[src/rtl/multi_channel_comparator.sv]
// Multi-channel timestamp comparator: each channel fetches a target from its FIFO and
// fires a PULSE_LEN-cycle trigger once a shared wrapping count reaches it.
module multi_channel_comparator #(
  parameter int WIDTH        = 8,
  parameter int NUM_CH       = 2,
  parameter int READ_LATENCY = 1,
  parameter int PULSE_LEN    = 1
) (
  input  logic                    clk,
  input  logic                    rst_n,
  input  logic                    enable,
  input  logic [WIDTH-1:0]        count,
  input  logic [NUM_CH-1:0]       empty,
  input  logic [NUM_CH*WIDTH-1:0] data_in,
  output logic [NUM_CH-1:0]       req_data,
  output logic [NUM_CH-1:0]       trigger,
  output logic [NUM_CH-1:0]       late,
  output logic [NUM_CH-1:0]       busy
);

  localparam logic [2:0] IDLE      = 3'd0;
  localparam logic [2:0] REQ       = 3'd1;
  localparam logic [2:0] WAIT_DATA = 3'd2;
  localparam logic [2:0] ARM       = 3'd3;
  localparam logic [2:0] FIRE      = 3'd4;

  localparam int LAT_W = $clog2(READ_LATENCY + 1);
  localparam int PUL_W = $clog2(PULSE_LEN + 1);

  // Reset is released synchronously: channels stay parked until this flop sets.
  logic run_reg;

  always_ff @(posedge clk or negedge rst_n) begin
    if (!rst_n) begin
      run_reg <= 1'b0;
    end else begin
      run_reg <= 1'b1;
    end
  end

  genvar gi;
  generate
    for (gi = 0; gi < NUM_CH; gi++) begin : g_ch
      logic [2:0]       state_reg, state_next;
      logic [WIDTH-1:0] target_reg, target_next;
      logic [WIDTH-1:0] diff;
      logic [LAT_W-1:0] lat_reg, lat_next;
      logic [PUL_W-1:0] pulse_reg, pulse_next;
      logic             late_next;
      logic             req_reg, trig_reg, late_reg, busy_reg;

      // Signed-distance test: the lower half of the modular range counts as reached.
      assign diff = count - target_reg;

      always_comb begin
        state_next  = state_reg;
        target_next = target_reg;
        lat_next    = lat_reg;
        pulse_next  = pulse_reg;
        late_next   = 1'b0;
        case (state_reg)
          IDLE: begin
            if (enable && !empty[gi]) begin
              state_next = REQ;
            end
          end
          REQ: begin
            state_next = WAIT_DATA;
            lat_next   = '0;
          end
          WAIT_DATA: begin
            if (lat_reg == LAT_W'(READ_LATENCY - 1)) begin
              target_next = data_in[gi*WIDTH +: WIDTH];
              state_next  = ARM;
            end else begin
              lat_next = lat_reg + LAT_W'(1);
            end
          end
          ARM: begin
            if (!diff[WIDTH-1]) begin
              state_next = FIRE;
              late_next  = |diff;
              pulse_next = '0;
            end
          end
          FIRE: begin
            if (pulse_reg == PUL_W'(PULSE_LEN - 1)) begin
              state_next = IDLE;
            end else begin
              pulse_next = pulse_reg + PUL_W'(1);
            end
          end
          default: state_next = IDLE;
        endcase
      end

      always_ff @(posedge clk or negedge rst_n) begin
        if (!rst_n) begin
          state_reg  <= IDLE;
          target_reg <= '0;
          lat_reg    <= '0;
          pulse_reg  <= '0;
          req_reg    <= 1'b0;
          trig_reg   <= 1'b0;
          late_reg   <= 1'b0;
          busy_reg   <= 1'b0;
        end else if (!run_reg) begin
          state_reg  <= IDLE;
          target_reg <= '0;
          lat_reg    <= '0;
          pulse_reg  <= '0;
          req_reg    <= 1'b0;
          trig_reg   <= 1'b0;
          late_reg   <= 1'b0;
          busy_reg   <= 1'b0;
        end else begin
          state_reg  <= state_next;
          target_reg <= target_next;
          lat_reg    <= lat_next;
          pulse_reg  <= pulse_next;
          req_reg    <= (state_next == REQ);
          trig_reg   <= (state_next == FIRE);
          late_reg   <= late_next;
          busy_reg   <= (state_next != IDLE);
        end
      end

      assign req_data[gi] = req_reg;
      assign trigger[gi]  = trig_reg;
      assign late[gi]     = late_reg;
      assign busy[gi]     = busy_reg;
    end
  endgenerate

endmodule

[config.mk]
export PLATFORM = sky130hd
export DESIGN_NAME = multi_channel_comparator
export DESIGN_NICKNAME = d
export VERILOG_FILES = /design/src/rtl/multi_channel_comparator.sv
export SDC_FILE = /design/constraint.sdc
export NUM_CORES = 1
export LEC_CHECK = 0
export BUFFER_PORTS_ARGS = -buffer_cell sky130_fd_sc_hd__clkbuf_2
export CAP_MARGIN = 15
export CELL_PAD_IN_SITES_DETAIL_PLACEMENT = 0
export CELL_PAD_IN_SITES_GLOBAL_PLACEMENT = 1
export CORE_MARGIN = 2
export CORE_UTILIZATION = 37
export DETAILED_ROUTE_END_ITERATION = 10
export PLACE_DENSITY_LB_ADDON = 0.25
export SLEW_MARGIN = 20
export SYNTH_ARGS = -nofsm -noshare
export SYNTH_HDL_FRONTEND = slang
export SYNTH_SLANG_ARGS = --single-unit
[constraint.sdc]
create_clock -name clk -period 2.3 [get_ports clk]
set_clock_uncertainty 0.2 [all_clocks]
set_input_delay 0.345 -clock clk [delete_from_list [all_inputs] [get_ports clk]]
set_output_delay 0.345 -clock clk [all_outputs]
set_load 0.02 [all_outputs]
==> results of run 1 <==
[timing repair]
action,in CTS,in global routing
hold buffers,1,0
pin swaps,5,4
hold endpoints to repair,31,0
resized for setup,2,2
endpoints found under the setup margin,1,2
buffers inserted,1,0
[where the power goes]
part	internal [mW]	switching, mW	total, mW	leakage, nW
Clock	0.350	0.215	0.565	0.0612
Sequential	0.574	0.0210	0.595	0.423
Combinational	0.136	0.164	0.299	0.575
[through the flow]
step                      hold slack (ns)  setup WS, ns  power [mW]  std cells
after floorplan                   -0.1506      0.005842      0.8147        202
after global placement             0.2724       -0.1693      0.9038        298
after detailed placement           0.2692       -0.2100      0.9035        298
after CTS                          0.1107      -0.02847       1.481        308
after global routing               0.1344       -0.1032       1.546        308
final                              0.1193      -0.01021       1.460        308
[kinds of logic (layout without fill, tap and decap cells)]
group                      count (synthesis)  count (layout)  synth area share
other                                      1               1          0.001994
xor gates and xnor gates                   9               9           0.04191
and+or+nand+nor                           69              69            0.2009
DFF                                       31              31            0.4125
adders and majority gates                 16              16            0.1144
AOI/OAI and AO/OA                         40              40            0.1204
muxes                                      6               6           0.03194
buffers and inverters                     30              69           0.07585
[final cells by class]
class / instances / area [sq um]
tap: 67 / 83.83
multi-input combinational: 141 / 973.4
timing repair buffer: 44 / 242.7
fill: 508 / 2560
clock inverter: 2 / 35.03
clock buffer: 6 / 82.58
sequential: 31 / 775.7
inverter: 17 / 63.81
[cells in the mapped netlist (5+ instances only)]
library cell / count
sky130_fd_sc_hd__clkbuf_1: 5
sky130_fd_sc_hd__xnor2_1: 5
sky130_fd_sc_hd__buf_4: 8
sky130_fd_sc_hd__dfrtp_1: 31
sky130_fd_sc_hd__ha_1: 14
sky130_fd_sc_hd__nand2_1: 7
sky130_fd_sc_hd__mux2i_1: 6
sky130_fd_sc_hd__a21oi_1: 26
sky130_fd_sc_hd__inv_1: 17
sky130_fd_sc_hd__nor2b_1: 17
sky130_fd_sc_hd__nor2_1: 22
sky130_fd_sc_hd__nand2b_1: 6
[routing by layer]
layer  GRT usage  up-vias  share of wire
met2      0.2126       22           0.45
met3     0.03968        5          0.039
met4     0.05848        0          0.013
met5           0        -              0
met1      0.1951      615           0.50
li1            -      749              -
[critical path, cell delays in order, from the launching register on]
cell	delay, ns
sky130_fd_sc_hd__dfrtp_1	0.35
sky130_fd_sc_hd__ha_2	0.18
sky130_fd_sc_hd__inv_2	0.04
sky130_fd_sc_hd__fa_2	0.33
sky130_fd_sc_hd__a21o_1	0.17
sky130_fd_sc_hd__a21oi_2	0.15
sky130_fd_sc_hd__mux2i_1	0.08
sky130_fd_sc_hd__or4_1	0.52
sky130_fd_sc_hd__and3_1	0.18
[final timing paths]
kind / from / endpoint / slack (ns) / cells past startpoint
max: g_ch[0].target_reg[0]$_DFFE_PN0P_ / g_ch[0].late_reg$_DFF_PN0_ / -0.01 / 8
min in group asynchronous: rst_n / g_ch[1].target_reg[0]$_DFFE_PN0P_ / 0.46 / 2
min reg2reg: g_ch[0].state_reg[1]$_DFF_PN0_ / g_ch[0].req_reg$_DFF_PN0_ / 0.34 / 1
max reg2reg: g_ch[0].target_reg[0]$_DFFE_PN0P_ / g_ch[0].late_reg$_DFF_PN0_ / -0.01 / 8
min: data_in[5] / g_ch[0].target_reg[5]$_DFFE_PN0P_ / 0.12 / 3
max in group asynchronous: rst_n / g_ch[0].target_reg[1]$_DFFE_PN0P_ / 0.94 / 2
==> implementation parameters, run 1 <==
Parameter                              Value

Timing
  Normalized max-slew margin ... 0.4887
  Period utilisation layout ... 1.004
  Setup repair after global routing missed its margin ... yes
  Slew at the pin closest to its max-slew limit ... 0.7670 ns
  Number of pins with negative max-slew slack in the final report ... 0
  Final worst slack ... -0.01021 ns
  Final critical delay including setup and external delays ... 2.310 ns
  Final setup fails ... 1
  Setup Total Neg Slack ... -0.01021 ns
  Final-report hold violation count ... 0
  Maximum clock frequency ... 0.4329 GHz

Run
  Total of max-cap violations ... 0

Final layout
  Commonest non-fill, non-tap cell in the layout ... sky130_fd_sc_hd__clkbuf_2
  Share of layout cells above drive strength 1 ... 0.2448
  Utilization of the core after routing ... 0.4686
  Area growth, synth to finish ... 20.03%
  Number of flip-flops in the largest register ... 16
  Most frequent cells in the layout ... sky130_fd_sc_hd__clkbuf_2, sky130_fd_sc_hd__dfrtp_1, sky130_fd_sc_hd__a21oi_1
  Final net count ... 285
  Finished layout cell area ... 0.002257 sq mm
  Antenna diode instance count ... 0

Logic synthesis
  Main area contributors after synthesis ... sky130_fd_sc_hd__dfrtp_1, sky130_fd_sc_hd__ha_1, sky130_fd_sc_hd__a21oi_1
  Cell area after synthesis ... 0.001881 sq mm
  Portion of synthesized cell area occupied by the leading cell type ... 0.4125
  Number of synthesized register bits ... 31
  Ys Warns ... 0
  Post-synthesis cell type count ... 31
  Mean area per synthesized cell ... 9.310 sq um
  Fraction of registers with async set or reset after synthesis ... 1.000
  EDFF count, synth ... 0
  Post-synthesis cell count ... 202
  Number of nets produced by synthesis ... 247
  Most frequently used flop master after synthesis ... sky130_fd_sc_hd__dfrtp_1
  Part of the Yosys area used for sequential elements ... 0.4125
  Area leader, netlist ... sky130_fd_sc_hd__dfrtp_1

Global route
  Total global-route track usage ... 0.1423
  Global-route wire length before repair ... 5.961 mm
  Vias in the first global route ... 1357
  Remaining Overflow, GRT ... 0
  Largest net degree at the start of global routing ... 32
  Initial antenna violation count ... 0

Critical path
  Critical path arrival ... 2.28 ns
  Crit path kind ... reg -> reg
  Data required time at the worst endpoint ... 2.27 ns
  Biggest fanout along the worst timing path ... 2
  Critical Path Source Type ... flop
  Kind of end point of the critical path ... flop

CTS
  Clock transition at path regs ... 0.07 ns
  CTS tree ... yes
  Total CTS buffers ... 5
  Worst-Skew Late Latency ... 0.28 ns
  # H-tree levels ... 2
  Clock root buffer ... sky130_fd_sc_hd__clkbuf_8
  Maximum count of clock buffers along a single path ... 2
  Clock sink count ... 31

Placement
  PortBufs ... 36
  Cell area reported after detailed placement ... 0.002113 sq mm
  GP Congestion ... 0.7747
  Hpwl dp ... 2.780 mm

Detailed routing
  DRT Wirelength ... 3.560 mm
  DR iter-0 viols ... 57
  Initial DRT Pass Iterations ... 4
  Via-per-instance ratio ... 4.516
  DR DRC count ... 0
  Total via count after detailed routing ... 1391
  Wire per inst ... 11.56 um
  Detail Route Antenna Nets ... 0

Status
  Status ... finished with violations
  Violations in the final reports ... negative setup slack

Pwr
  Worst voltage drop across the vdd grid ... 0.3093 mV
  Leakage power summed over all cells ... 1.059 nW
  Areal power density over the cells ... 646.7 mW/mm^2

Die
  Number of standard-cell rows in the floorplan ... 25
  Die Span X ... 75.29 um
  Boundary pin count ... 37
  Die outline area ... 0.005669 sq mm
  Initial cell density of the core ... 0.3904
  Placeable Area ... 0.004817 sq mm
  Vertical extent of the die ... 75.29 um

Worst hold path
  Worst hold path type ... in -> reg
Power figures use the tool's default switching activity.
==> inputs of run 2 (changes only) <==
--- a/config.mk
+++ b/config.mk
@@ -9,10 +9,10 @@
 export CAP_MARGIN = 15
 export CELL_PAD_IN_SITES_DETAIL_PLACEMENT = 0
 export CELL_PAD_IN_SITES_GLOBAL_PLACEMENT = 1
-export CORE_MARGIN = 2
+export CORE_MARGIN = 4
 export CORE_UTILIZATION = 37
 export DETAILED_ROUTE_END_ITERATION = 10
-export PLACE_DENSITY_LB_ADDON = 0.25
+export PLACE_DENSITY_LB_ADDON = 0.2
 export SLEW_MARGIN = 20
 export SYNTH_ARGS = -nofsm -noshare
 export SYNTH_HDL_FRONTEND = slang
==> run 2 against run 1 <==
Compared with the run above: the run now ends clean; design area down 1.3%; register-to-register slack gained 0.06 ns; via count fell by 0.50%; sequential cell count is the same; wire length is 7.0% higher; worst hold slack about the same; sequential power about the same; critical path type unchanged; count of clock-buffer cells in the layout is the same; total power is 8.4% lower.
==> implementation parameters, run 2 (synthesis gave the netlist of run 1 again) <==
Parameter                              Value

CTS
  Clock root buffer ... sky130_fd_sc_hd__clkbuf_8
  # H-tree levels ... 2
  Worst-Skew Late Latency ... 0.28 ns
  Clock sink count ... 31
  Maximum count of clock buffers along a single path ... 2
  Total CTS buffers ... 5
  CTS tree ... yes
  Clock transition at path regs ... 0.07 ns
  Number of setup buffers added after CTS ... 0

Die
  Number of standard-cell rows in the floorplan ... 25
  Initial cell density of the core ... 0.3904
  Die outline area ... 0.006287 sq mm
  Placeable Area ... 0.004817 sq mm
  Vertical extent of the die ... 79.29 um
  Die Span X ... 79.29 um
  Boundary pin count ... 37

Timing
  Number of pins with negative max-slew slack in the final report ... 0
  Slew at the pin closest to its max-slew limit ... 0.7786 ns
  Final setup fails ... 0
  Period utilisation layout ... 0.9789
  Maximum clock frequency ... 0.4442 GHz
  Setup repair after global routing missed its margin ... yes
  Normalized max-slew margin ... 0.4809
  Final-report hold violation count ... 0
  Final critical delay including setup and external delays ... 2.251 ns

Final layout
  Number of flip-flops in the largest register ... 16
  Final net count ... 285
  Share of layout cells above drive strength 1 ... 0.2417
  Number of fill cells in the layout ... 511
  Antenna diode instance count ... 0
  Commonest non-fill, non-tap cell in the layout ... sky130_fd_sc_hd__clkbuf_2
  Area growth, synth to finish ... 18.43%
  Utilization of the core after routing ... 0.4623
  Most frequent cells in the layout ... sky130_fd_sc_hd__clkbuf_2, sky130_fd_sc_hd__dfrtp_1, sky130_fd_sc_hd__a21oi_1
  Finished layout cell area ... 0.002227 sq mm

Global route
  Remaining Overflow, GRT ... 0
  Total global-route track usage ... 0.1401
  Initial antenna violation count ... 0
  Vias in the first global route ... 1467
  Global-route wire length before repair ... 6.734 mm
  Largest net degree at the start of global routing ... 32

Detailed routing
  Total via count after detailed routing ... 1384
  DR DRC count ... 0
  Via-per-instance ratio ... 4.508
  DRT Wirelength ... 3.810 mm
  Wire per inst ... 12.41 um
  Detail Route Antenna Nets ... 0
  Initial DRT Pass Iterations ... 4
  DR iter-0 viols ... 13

Critical path
  Crit path kind ... reg -> reg
  Endpoint of the lowest-slack register-to-register path ... g_ch[0].late_reg$_DFF_PN0_
  Critical Path Source Type ... flop
  Data required time at the worst endpoint ... 2.27 ns
  Biggest fanout along the worst timing path ... 2
  Worst setup slack for register-to-register paths ... 0.05 ns
  Count of buffer and inverter cells on the critical path ... 1
  Delay contributed by the slowest stage of the critical path ... 0.39 ns
  R2r startpoint ... g_ch[0].target_reg[0]$_DFFE_PN0P_
  Crit path max-delay cell type ... sky130_fd_sc_hd__fa_2
  Crit path cell chain ... ha_2 > inv_2 > fa_2 > a21o_1 > a21oi_2 > mux2i_1 > or4_1 > and3_1
  Top delay family on crit path ... adder cells
  Number of cells traversed by the worst register-to-register path ... 8
  Critical path arrival ... 2.22 ns
  Kind of end point of the critical path ... flop

Worst hold path
  Worst Hold Depth ... 3
  HP Start ... data_in[2]
  Hold-critical path endpoint ... g_ch[0].target_reg[2]$_DFFE_PN0P_
  Worst hold path type ... in -> reg

Placement
  PortBufs ... 36
  GP Congestion ... 0.7892
  Cell area reported after detailed placement ... 0.002121 sq mm
  Hpwl dp ... 2.934 mm

Status
  Status ... finished, final reports clean

Run
  Total of max-cap violations ... 0

Pwr
  Leakage power summed over all cells ... 1.045 nW
  Worst voltage drop across the vdd grid ... 0.2441 mV
  Areal power density over the cells ... 600.5 mW/mm^2
-- run 2: changes by cell type in the layout (fill, tap and decap cells not counted) --
cell,change
sky130_fd_sc_hd__bufinv_16,-1
-- run 2: repair_timing --
item                                    4_1_cts  5_1_grt
gates resized for setup                       1        3
endpoints found under the setup margin        1        2
pin swaps                                     1        5
hold buffers                                  1        0
hold endpoints to repair                     31        0
-- run 2: final cells by class --
cell class / instances / area (sq um) / share of cell area
tap: 67 / 83.83 / 0.03764
inverter: 17 / 63.81 / 0.02865
clock inverter: 1 / 5.005 / 0.002247
multi-input combinational: 141 / 973.4 / 0.4371
clock buffer: 6 / 82.58 / 0.03708
timing repair buffer: 44 / 242.7 / 0.1090
sequential: 31 / 775.7 / 0.3483
-- run 2: worst max path at each step --
stage	startpoint	end	slack, ns	cells after the start
global route	g_ch[0].target_reg[0]$_DFFE_PN0P_	g_ch[0].late_reg$_DFF_PN0_	-0.07	8
floorplan	count[0]	g_ch[0].late_reg$_DFF_PN0_	0.006	9
finish	g_ch[0].target_reg[0]$_DFFE_PN0P_	g_ch[0].late_reg$_DFF_PN0_	0.05	8
detailed placement	count[0]	g_ch[0].late_reg$_DFF_PN0_	-0.17	10
CTS	g_ch[0].target_reg[0]$_DFFE_PN0P_	g_ch[0].late_reg$_DFF_PN0_	0.003	8
global placement	count[0]	g_ch[0].late_reg$_DFF_PN0_	-0.15	10
-- run 2: through the flow --
step | TNS (ns) | power, mW | std cells | hold WS [ns] | setup slack [ns]
5_1_grt | -0.07189 | 1.435 | 307 | 0.1267 | -0.07189
6_report | 0 | 1.337 | 307 | 0.1197 | 0.04863
3_3_place_gp | -0.2105 | 0.9085 | 299 | 0.2725 | -0.1530
4_1_cts | 0 | 1.357 | 307 | 0.1130 | 0.003023
2_1_floorplan | 0 | 0.8147 | 202 | -0.1506 | 0.005842
3_5_place_dp | -0.3056 | 0.9073 | 299 | 0.2790 | -0.1739
-- run 2: per-layer routing --
metal  wire length, um  up-vias  share of wire  GRT usage
met5                 0        -              0          0
met4                39        0          0.010    0.04639
li1                  -      741              -          -
met3               176        4          0.046    0.04308
met1              1762      617           0.46     0.1730
met2              1831       22           0.48     0.2323
-- run 2: tightest hold or removal path: stages --
cell and delay [ns]:
sky130_fd_sc_hd__clkbuf_2 0.08, sky130_fd_sc_hd__a21oi_1 0.05, sky130_fd_sc_hd__nor2b_1 0.09
-- run 2: power breakdown --
part	leakage [nW]	internal, mW	switching, mW	total, mW
Sequential	0.423	0.574	0.0205	0.595
Clock	0.0470	0.235	0.206	0.441
Combinational	0.576	0.136	0.166	0.302
==> inputs of run 3 (changes only) <==
--- a/config.mk
+++ b/config.mk
@@ -9,6 +9,7 @@
 export CAP_MARGIN = 15
 export CELL_PAD_IN_SITES_DETAIL_PLACEMENT = 0
 export CELL_PAD_IN_SITES_GLOBAL_PLACEMENT = 1
+export CORE_ASPECT_RATIO = 0.75
 export CORE_MARGIN = 4
 export CORE_UTILIZATION = 37
 export DETAILED_ROUTE_END_ITERATION = 10
==> run 3 against run 2 <==
Compared with the run above: sequential cell count unchanged; setup slack got worse by 0.029 ns; critical path depth unchanged; non-clock buffer count increased by 2; total power decreased by 0.61%; cell count decreased by 1.6%; critical path type unchanged; worst hold slack improved by 0.0044 ns; count of clock-buffer cells in the layout unchanged; via count increased by 1.5%; sequential share of layout area decreased by 0.097 points; maximum frequency decreased by 1.3%; register-to-register slack got worse by 0.03 ns.
==> implementation parameters, run 3 (synthesis gave the netlist of run 1 again) <==
Parameter                              Value

Final layout
  Share of layout cells above drive strength 1 ... 0.2479
  Final net count ... 287
  Antenna diode instance count ... 0
  Most frequent cells in the layout ... sky130_fd_sc_hd__clkbuf_2, sky130_fd_sc_hd__dfrtp_1, sky130_fd_sc_hd__a21oi_1
  Non-filler instance count after layout ... 302
  Commonest non-fill, non-tap cell in the layout ... sky130_fd_sc_hd__clkbuf_2
  Area growth, synth to finish ... 18.76%
  Number of flip-flops in the largest register ... 16

Timing
  Final critical delay including setup and external delays ... 2.281 ns
  Hold slack final ... 0.1241 ns
  Number of pins with negative max-slew slack in the final report ... 0
  Normalized max-slew margin ... 0.4760
  Slew at the pin closest to its max-slew limit ... 0.7860 ns
  Final worst slack ... 0.01947 ns
  Final-report hold violation count ... 0
  Setup repair after global routing missed its margin ... yes
  Maximum clock frequency ... 0.4385 GHz
  Setup Total Neg Slack ... 0 ns
  Final setup fails ... 0
  Period utilisation layout ... 0.9915

Die
  Placeable Area ... 0.004900 sq mm
  Vertical extent of the die ... 69.74 um
  Initial cell density of the core ... 0.3838
  Number of standard-cell rows in the floorplan ... 22
  Die Span X ... 90.32 um
  Die outline area ... 0.006299 sq mm
  Boundary pin count ... 37

CTS
  CTS tree ... yes
  Maximum count of clock buffers along a single path ... 2
  Total CTS buffers ... 5
  # H-tree levels ... 2
  Worst-Skew Late Latency ... 0.28 ns
  Clock transition at path regs ... 0.07 ns
  Clock sink count ... 31
  Clock root buffer ... sky130_fd_sc_hd__clkbuf_8

Critical path
  Critical path arrival ... 2.24 ns
  Count of buffer and inverter cells on the critical path ... 1
  Crit path kind ... reg -> reg
  Crit path cell chain ... ha_2 > inv_2 > fa_2 > a21o_1 > a21oi_2 > mux2i_1 > or4_1 > and3_1
  Delay contributed by the slowest stage of the critical path ... 0.49 ns
  Critical Path Source Type ... flop
  Biggest fanout along the worst timing path ... 2
  Data required time at the worst endpoint ... 2.26 ns
  Crit path max-delay cell type ... sky130_fd_sc_hd__or4_1
  Top delay family on crit path ... simple AND/OR/NAND/NOR gates
  Kind of end point of the critical path ... flop

Pwr
  Leakage power summed over all cells ... 1.055 nW
  Worst voltage drop across the vdd grid ... 0.2614 mV
  Areal power density over the cells ... 595.1 mW/mm^2
  Total power of the final layout ... 1.329 mW

Detailed routing
  DR DRC count ... 0
  Via-per-instance ratio ... 4.652
  Initial DRT Pass Iterations ... 4
  DRT Wirelength ... 3.755 mm
  Detail Route Antenna Nets ... 0
  Wire per inst ... 12.43 um
  DR iter-0 viols ... 46
  Total via count after detailed routing ... 1405

Placement
  PortBufs ... 36
  Number of placed instances, taps included ... 293
  Post-place setup slack ... -0.1719 ns
  GP Congestion ... 0.8113
  Hpwl dp ... 2.975 mm

Status
  Status ... finished, final reports clean

Global route
  Remaining Overflow, GRT ... 0
  Largest net degree at the start of global routing ... 32
  Total global-route track usage ... 0.1316
  Global-route wire length before repair ... 6.548 mm
  Initial antenna violation count ... 0
  Vias in the first global route ... 1433

Worst hold path
  Worst hold path type ... in -> reg

Run
  Total of max-cap violations ... 0
[run 3: changes by cell type in the layout (fill, tap and decap cells not counted)]
cell,delta
sky130_fd_sc_hd__buf_4,+2
[run 3: path summary, 6_finish.rpt]
kind	cells after the start	start	slack (ns)	to
min in group asynchronous	2	rst_n	0.48	g_ch[1].target_reg[6]$_DFFE_PN0P_
hold reg to reg	1	g_ch[0].state_reg[1]$_DFF_PN0_	0.34	g_ch[0].req_reg$_DFF_PN0_
max in group asynchronous	2	rst_n	0.92	g_ch[0].late_reg$_DFF_PN0_
hold / removal	3	data_in[11]	0.12	g_ch[1].target_reg[3]$_DFFE_PN0P_
setup reg to reg	8	g_ch[0].target_reg[0]$_DFFE_PN0P_	0.02	g_ch[0].late_reg$_DFF_PN0_
setup / recovery	8	g_ch[0].target_reg[0]$_DFFE_PN0P_	0.02	g_ch[0].late_reg$_DFF_PN0_
[run 3: layer usage]
| layer | part of all wire | track usage | vias to the layer above |
|---|---|---|---|
| li1 | - | - | 747 |
| met2 | 0.46 | 0.2036 | 19 |
| met4 | 0.0064 | 0.03565 | 0 |
| met1 | 0.50 | 0.1806 | 637 |
| met3 | 0.034 | 0.03688 | 2 |
| met5 | 0 | 0 | - |
[run 3: final cells by class]
type	count	area [sq um]
multi-input cells	141	973.4
flip-flops and latches	31	775.7
inverters	17	63.81
well taps	60	75.07
clock buffers	6	82.58
fillers	513	2666
repair buffers	46	257.7
clock inverters	1	5.005
[run 3: through the flow]
stage                     cell area [sq um]  utilization
after detailed placement               2120       0.4326
after floorplan                        1883            -
after CTS                              2217       0.4525
after global routing                   2233       0.4558
final                                  2233       0.4558
after global placement                 2120       0.4326
[run 3: report_power, final]
group          internal (mW)  switching, mW  total, mW
logic                  0.138          0.167      0.305
registers              0.574         0.0204      0.595
clock network          0.234          0.194      0.429
[run 3: worst reg2reg max path: stages (launching register included)]
cell	delay, ns
sky130_fd_sc_hd__dfrtp_1	0.35
sky130_fd_sc_hd__ha_2	0.18
sky130_fd_sc_hd__inv_2	0.04
sky130_fd_sc_hd__fa_2	0.33
sky130_fd_sc_hd__a21o_1	0.21
sky130_fd_sc_hd__a21oi_2	0.13
sky130_fd_sc_hd__mux2i_1	0.08
sky130_fd_sc_hd__or4_1	0.49
sky130_fd_sc_hd__and3_1	0.17
[run 3: what timing repair did]
item,in CTS,in global routing
endpoints found under the hold margin,31,0
resized for setup,0,4
hold buffers,1,0
setup endpoints to repair,0,2
buffers inserted,0,1
